[src/rtl/t_mix_pkg.sv]
// Shared definitions for the 11-channel byte mixing blocks (selector and demux).
// Channel count, pointer width and the demux frame FSM state encoding live here.
package t_mix_pkg;

    localparam int NUM_CH = 11;
    localparam int CH_W = 4;
    localparam logic [CH_W-1:0] LAST_CH = 4'hA;

    typedef enum logic [1:0] {
        IDLE   = 2'd0,
        FILL   = 2'd1,
        COMMIT = 2'd2
    } state_t;

    typedef logic [7:0] byte_t;

endpackage

[src/rtl/t_demux_shadow_bank.sv]
// 11-entry shadow register file: one indexed write port, all entries read in parallel.
// Holds a frame while it is being assembled so the outputs never see partial data.
module t_demux_shadow_bank
    import t_mix_pkg::*;
#(
    parameter int DATA_W = 8
) (
    input  logic                          clk,
    input  logic                          reset,
    input  logic                          we,
    input  logic [CH_W-1:0]               idx,
    input  logic [DATA_W-1:0]             wdata,
    output logic [NUM_CH-1:0][DATA_W-1:0] q
);

    // Out-of-range indices are dropped so slots 11..15 never alias a real entry
    always_ff @(posedge clk or posedge reset) begin
        if (reset) begin
            q <= '0;
        end else if (we && (idx <= LAST_CH)) begin
            q[idx] <= wdata;
        end
    end

endmodule

[src/rtl/t_demux_1x11.sv]
// Frame-based 1-to-11 byte distributor: fills a shadow bank from a valid/ready stream
// and commits all 11 outputs together. Optional direct writes: T_DEMUX_ADDR_WRITE_EN.
module t_demux_1x11 #(
    parameter int DATA_W = 8,
    parameter int NUM_CH = 11
) (
    input  logic              clk,
    input  logic              reset,
    input  logic              start,
    input  logic [DATA_W-1:0] din,
    input  logic              din_valid,
    output logic              din_ready,
`ifdef T_DEMUX_ADDR_WRITE_EN
    input  logic              wr_en,
    input  logic [3:0]        wr_sel,
    input  logic [DATA_W-1:0] wr_data,
`endif
    output logic [DATA_W-1:0] y0,
    output logic [DATA_W-1:0] y1,
    output logic [DATA_W-1:0] y2,
    output logic [DATA_W-1:0] y3,
    output logic [DATA_W-1:0] y4,
    output logic [DATA_W-1:0] y5,
    output logic [DATA_W-1:0] y6,
    output logic [DATA_W-1:0] y7,
    output logic [DATA_W-1:0] y8,
    output logic [DATA_W-1:0] y9,
    output logic [DATA_W-1:0] y10,
    output logic [3:0]        ptr,
    output logic              busy,
    output logic              frame_done
);

    import t_mix_pkg::*;

    state_t state;
    state_t next_state;
    logic [CH_W-1:0] ptr_next;
    logic shadow_we;
    logic [NUM_CH-1:0][DATA_W-1:0] shadow;
    logic [NUM_CH-1:0][DATA_W-1:0] yreg;

    t_demux_shadow_bank #(
        .DATA_W(DATA_W)
    ) u_shadow (
        .clk  (clk),
        .reset(reset),
        .we   (shadow_we),
        .idx  (ptr),
        .wdata(din),
        .q    (shadow)
    );

    always_ff @(posedge clk or posedge reset) begin
        if (reset) begin
            state <= IDLE;
            ptr   <= '0;
        end else begin
            state <= next_state;
            ptr   <= ptr_next;
        end
    end

    // A start seen in FILL rewinds the pointer and drops any byte offered that cycle
    always_comb begin
        next_state = state;
        ptr_next   = ptr;
        din_ready  = 1'b0;
        shadow_we  = 1'b0;
        case (state)
            IDLE: begin
                if (start) begin
                    next_state = FILL;
                    ptr_next   = '0;
                end
            end
            FILL: begin
                din_ready = 1'b1;
                if (start) begin
                    ptr_next = '0;
                end else if (din_valid) begin
                    shadow_we = 1'b1;
                    if (ptr == LAST_CH) begin
                        ptr_next   = '0;
                        next_state = COMMIT;
                    end else begin
                        ptr_next = ptr + 4'd1;
                    end
                end
            end
            COMMIT: begin
                next_state = IDLE;
            end
            default: begin
                next_state = IDLE;
                ptr_next   = '0;
            end
        endcase
    end

    // Commit is placed after the direct write so it takes priority on the same edge
    always_ff @(posedge clk or posedge reset) begin
        if (reset) begin
            yreg       <= '0;
            frame_done <= 1'b0;
        end else begin
`ifdef T_DEMUX_ADDR_WRITE_EN
            if (wr_en && (wr_sel <= LAST_CH)) begin
                yreg[wr_sel] <= wr_data;
            end
`endif
            if (state == COMMIT) begin
                yreg <= shadow;
            end
            frame_done <= (state == COMMIT);
        end
    end

    assign busy = (state != IDLE);

    assign y0  = yreg[0];
    assign y1  = yreg[1];
    assign y2  = yreg[2];
    assign y3  = yreg[3];
    assign y4  = yreg[4];
    assign y5  = yreg[5];
    assign y6  = yreg[6];
    assign y7  = yreg[7];
    assign y8  = yreg[8];
    assign y9  = yreg[9];
    assign y10 = yreg[10];

endmodule

[config.mk]
export PLATFORM = sky130hd
export DESIGN_NAME = t_demux_1x11
export DESIGN_NICKNAME = d
export VERILOG_FILES = /design/src/rtl/t_mix_pkg.sv /design/src/rtl/t_demux_shadow_bank.sv /design/src/rtl/t_demux_1x11.sv
export SDC_FILE = /design/constraint.sdc
export NUM_CORES = 1
export LEC_CHECK = 0
export BUFFER_PORTS_ARGS = -buffer_cell sky130_fd_sc_hd__buf_2
export CAP_MARGIN = 20
export CORE_ASPECT_RATIO = 0.6
export CORE_MARGIN = 4
export CORE_UTILIZATION = 45
export CTS_CLUSTER_DIAMETER = 50
export DETAILED_ROUTE_END_ITERATION = 10
export GPL_ROUTABILITY_DRIVEN = 0
export PLACE_DENSITY = 0.65
export SYNTH_ARGS = -nofsm -noshare
export SYNTH_HDL_FRONTEND = slang
export SYNTH_SLANG_ARGS = --single-unit
[constraint.sdc]
create_clock -name clk -period 5.6 [get_ports clk]
set_input_delay 0.28 -clock clk [delete_from_list [all_inputs] [get_ports clk]]
set_output_delay 0.28 -clock clk [all_outputs]
set_load 0.01 [all_outputs]
# Word-level counts from Yosys, hierarchy flattened
# Index checks and enable logic that the tools add are counted.
[totals]
output_inout_bits = 95
elab_cells = 61
ff_bits = 183
input_bits = 12
[op_classes]
muxes = 17
reduce_logical = 6
n_addsub = 1
n_eq_ne = 8
magnitude_cmp = 3
bitwise_logic = 1
[ops]
columns = ["cell", "count"]
rows = [
  ["bitwise mux 88 bit", 1],
  ["demux 8 bit (select 4 bit)", 1],
  ["2-to-1 mux 4 bit", 4],
  ["one-hot mux 4 bit (3 select lines)", 1],
  ["2-to-1 mux 2 bit", 4],
  ["2-to-1 mux 8 bit", 1],
  ["inequality test 2 bit (second input constant)", 4],
  ["less-than comparator 4 x 5 -> 1 bit (second input constant)", 1],
  ["adder 4 x 1 -> 4 bit (second input constant)", 1],
  ["== test 4 bit (second input constant)", 1],
  ["greater-or-equal comparator 4 x 1 -> 1 bit (second input constant)", 1],
  ["<= comparator 4 bit (second input constant)", 1],
  ["2-to-1 mux 1 bit", 4],
  ["one-hot mux 2 bit (2 select lines)", 1],
  ["AND reduction 4 bit", 1],
  ["inequality test 3 bit (second input constant)", 1],
  ["AND reduction 3 bit", 1],
  ["== test 2 x 1 -> 1 bit (second input constant)", 1],
  ["== test 2 bit (second input constant)", 1],
  ["logical AND 1 bit", 2],
  ["zero test 2 bit", 1],
  ["nonzero test 2 bit", 1],
  ["NOT 1 bit", 1],
]

# Logic depth before layout (Yosys ltp)
[logic_depth]
ltp_word = 5
mapped_depth = 7
depth_no_buf = 4

# Cells and area by module
# From an unflattened synthesis, not the netlist that was laid out.
[unflattened]
cells_unflattened = 621
area_unflattened_um2 = 7099.3
[modules_own_cells]
columns = ["module", "cells_each", "n_inst", "area_per_inst_um2", "seq_area_each_um2"]
rows = [
  ["t_demux_1x11", 413, 1, 3691.0, 2377.3],
  ["t_demux_shadow_bank", 208, 1, 3408.3, 2202.1],
]

# Least setup slack after synthesis
# OpenSTA, ideal clock, no wires.
[synth_path]
path_type = "register to register"
from = "register state[1]"
to = "register u_shadow.q[15] (netlist bit)"
stages_incl_launch_ff = 5
arrival_time_ns = 1.509
required_ns = 5.472
setup_time_ns = 0.128
n_path_buf = 0
period_less_slack_ns = 1.636
setup_slack_ns = 3.964
path_cell_list = "dfrtp_1 and4bb_2 nor3b_4 nand2_2 mux2_1"
[synth_via]
elab_chain_cells = 3
[synth_rtl]
columns = ["item", "line", "source"]
rows = [
  ["from (decl)", "t_demux_1x11.sv:36", "state_t state;"],
  ["from (signal assigned)", "t_demux_1x11.sv:59", "state <= next_state;"],
  ["== test 2 x 1 -> 1 bit", "t_demux_1x11.sv:70", "case (state)"],
  ["2-to-1 mux 1 bit", "t_demux_1x11.sv:70", ""],
  ["logical AND 1 bit", "t_demux_shadow_bank.sv:20", "end else if (we && (idx <= LAST_CH)) begin"],
  ["to (signal, indexed assignment)", "t_demux_shadow_bank.sv:21", "q[idx] <= wdata;"],
  ["to (decl)", "t_demux_shadow_bank.sv:13", "output logic [NUM_CH-1:0][DATA_W-1:0] q"],
]
# Every way passes these cells.
# A chain may end at the register's enable or synchronous reset.

# Final worst setup path
[layout_path]
from = "register state[1]"
to = "register yreg, in the netlist y7[1]"
[layout_via]
elab_chain_cells = 1
[layout_rtl]
columns = ["item", "line", "source"]
rows = [
  ["== test 2 bit", "t_demux_1x11.sv:112", "if (state == COMMIT) begin"],
  ["to (signal assigned)", "t_demux_1x11.sv:113", "yreg <= shadow;"],
  ["to (decl)", "t_demux_1x11.sv:41", "logic [NUM_CH-1:0][DATA_W-1:0] yreg;"],
]
# Every way passes these cells.

==> summary.txt <==
Outcome
  – Status: completed

Timing
  – Clock skew: approximately 0.0094 ns
  – Final setup viols: 0
  – RSZ-0062 raised after global routing: false
  – Rel. slew slack: 0.403
  – Final hold violations: 0
  – Final worst path period need: a little over 2 ns
  – Max-slew violation count: 0
  – Setup TNS: 0 ns
  – Worst-Margin Slew: just under 0.9 ns
  – Final period utilization: 0.369
  – FMAX: 484 MHz

Yosys
  – Multiplexer share of the synthesized area: 0.142
  – Synth warnings: 0
  – Simple-Gate Fraction of Synth Area: 0.169
  – Syn_nets: 631
  – Synth Area in Compound Gates: 0.00943
  – Ys flop type: dfrtp_1
  – Synth cell types: 31
  – Post-synthesis sequential area ratio: 0.651
  – Cells after synthesis: approximately 620
  – XOR/XNOR share of the synthesized area: 0
  – Main combinational cell family by area after synthesis: simple AND/OR/NAND/NOR gates
  – Async SR Flop Fraction: 1.00
  – #FFs+latches synth: between 150 and 200
  – Post-Synth Adder-Cell Area: 0.00711
  – Post-synth EDFFs: 0
  – Mean Syn Cell Area: 11.4 um2
  – Post-Syn Area: about 7000 um2

CTS
  – CTS sink count: 183
  – Hold_buf cts: 1
  – CTS tree: yes
  – Total CTS buffers: 17
  – Deepest clock path buffer count: 2
  – # H-tree levels: 4
  – Clock latency on the worst-skew pair: roughly 0.42 ns
  – Worst-path clk slew: ~0.060 ns
  – Post-CTS Setup Bufs: 0
  – Root Buffer: clkbuf_16
  – Post-CTS Resized: 0

Route
  – First DRT Iteration DRCs: around 360
  – DR DRC count: 0
  – Detail Route Antenna Nets: 0
  – Vias: between 4,000 and 5,000
  – Routed vias/inst: between 4 and 5
  – WL final: approximately 16 mm
  – Avg WL per Cell: approximately 17 um
  – Drt first pass iters: 6

Flow run
  – Number of max-cap violations: 0

Floorplan
  – Core area: 15,300 um2
  – Floorplan row count: 35
  – Die W: 169 um
  – Die H: 105 um
  – Initial Utilization: 0.459
  – IO Count: 107
  – Die area: around 18,000 um2

Placed design
  – IO buf count: roughly 110
  – Post-DP HPWL: 10.3 mm
  – DP Area: 7730 um2

Setup path
  – Setup slack, reg-to-reg: 3.53 ns
  – Worst-case reg-to-reg path depth: 5
  – Crit end category: flop
  – Critical path arrival: 2.42 ns
  – CP Launch Point: state[1]
  – Kind of critical path: flop to flop
  – Critical path required time: 5.95 ns
  – CP startpoint kind: flop
  – Crit Reg-Reg Startpoint: state[1]
  – Worst R2R End: y7[1]
  – Worst-path fanout max: 63

Worst hold path
  – Cell count of the worst hold path: 3
  – Hold Path End: state[0]
  – Critical hold path startpoint: start
  – Hold Path Class: primary input to flop

Global routing
  – Global-route wire length before repair: about 26 mm
  – Initial antenna violation count: 0
  – Total Routing Usage GR: 0.184
  – Vias in the first global route: around 4,700
  – Global route overflow: 0
  – Largest net degree at the start of global routing: between 90 and 100

Power
  – Peak VDD IR: 0.000212 V
  – Pleak: roughly 4.7 nW
  – Pwr/cell area: ~360 nW/um2

Finish
  – Most frequent cells in the layout: nand2_1 (267), dfrtp_1 (183), buf_2 (106), mux2_2 (87), clkbuf_16 (17)
  – Final nets: about 730
  – Antenna Cells: 0
  – Layout area overhead: 18.6%
  – Most common cell after layout, fill and taps aside: nand2_1
  – Final instance area: between 8000 and 9000 um2
  – Util after Layout: 0.544
  – Share of cells above drive strength 1: 0.337
-- power by group --
group          total [mW]  switching [mW]  internal (mW)  leakage [nW]
Sequential           1.58          0.0975           1.48          2.48
Clock                1.15           0.492          0.661         0.275
Combinational       0.236           0.101          0.135          1.94
Total                2.97           0.691           2.28          4.70
-- Yosys cell counts (2+ instances only) --
cell type  count  share of area
nand2_1      267           0.14
dfrtp_1      183           0.65
mux2_2        87           0.14
clkbuf_1      22          0.012
buf_2          8         0.0057
nand2_2        7         0.0062
inv_1          5         0.0027
and3_2         4         0.0043
ha_1           4         0.0071
o21ai_0        3         0.0021
a22o_1         2         0.0025
mux2_1         2         0.0032
nand2b_1       2         0.0018
nor2b_1        2         0.0018
-- worst max-delay path, stage by stage (launching register included) --
cell and delay, ns:
dfrtp_1 0.44, or2b_2 0.34, inv_2 0.35, buf_4 0.59
nand2_1 0.16, nand2_1 0.09
-- metrics by stage --
step                      total power, mW  setup slack, ns  instances  hold slack, ns
after global placement               1.82             3.61        897           0.275
after floorplan                      1.75            0.348        615           0.407
after global routing                 3.09             3.33        930           0.182
final                                2.97             3.53        930           0.163
after detailed placement             1.83             3.52        897           0.279
after CTS                            2.99             3.51        929           0.145
-- routing by layer --
layer | GRT usage | part of all wire | vias up
met5 | 0 | 0 | -
met4 | 0.0276 | 0.0060 | 0
met3 | 0.0556 | 0.061 | 8
met2 | 0.265 | 0.44 | 108
met1 | 0.280 | 0.49 | 2325
li1 | - | - | 2172
-- how the worst max path moves through the flow --
stage          cells past startpoint  slack (ns)         end
6_report                           5        3.53       y7[1]
5_1_grt                            5        3.33       y8[0]
4_1_cts                            5        3.51       y7[2]
3_5_place_dp                       5        3.52       y7[3]
3_3_place_gp                       5        3.61       y7[1]
2_1_floorplan                      1        0.35  frame_done
-- layout make-up --
cell class / count / area (um2)
fill: 1302 / 6980
sequential: 183 / 4580
multi-input combinational: 395 / 2310
timing repair buffer: 112 / 598
clock buffer: 22 / 484
tap: 203 / 254
clock inverter: 9 / 92.6
inverter: 6 / 27.5
-- cells by family (layout without fill, tap and decap cells) --
family          Yosys count  in the layout
compound gates           10             10
fa+ha+maj                 4              4
buf+inv                  37            149
flops                   183            183
mux                      89             89
simple gates            292            292
-- sequential cells by signal, indices dropped and copies added, names as in the netlist --
| name | cells |
|---|---|
| u_shadow.q | 88 |
| y0 | 8 |
| y10 | 8 |
| y1 | 8 |
| y2 | 8 |
| y3 | 8 |
| y4 | 8 |
| y5 | 8 |
| y6 | 8 |
| y7 | 8 |
| y8 | 8 |
| y9 | 8 |
| ptr | 4 |
| state | 2 |
| frame_done | 1 |
No activity file was read; power rests on OpenSTA's default activity.
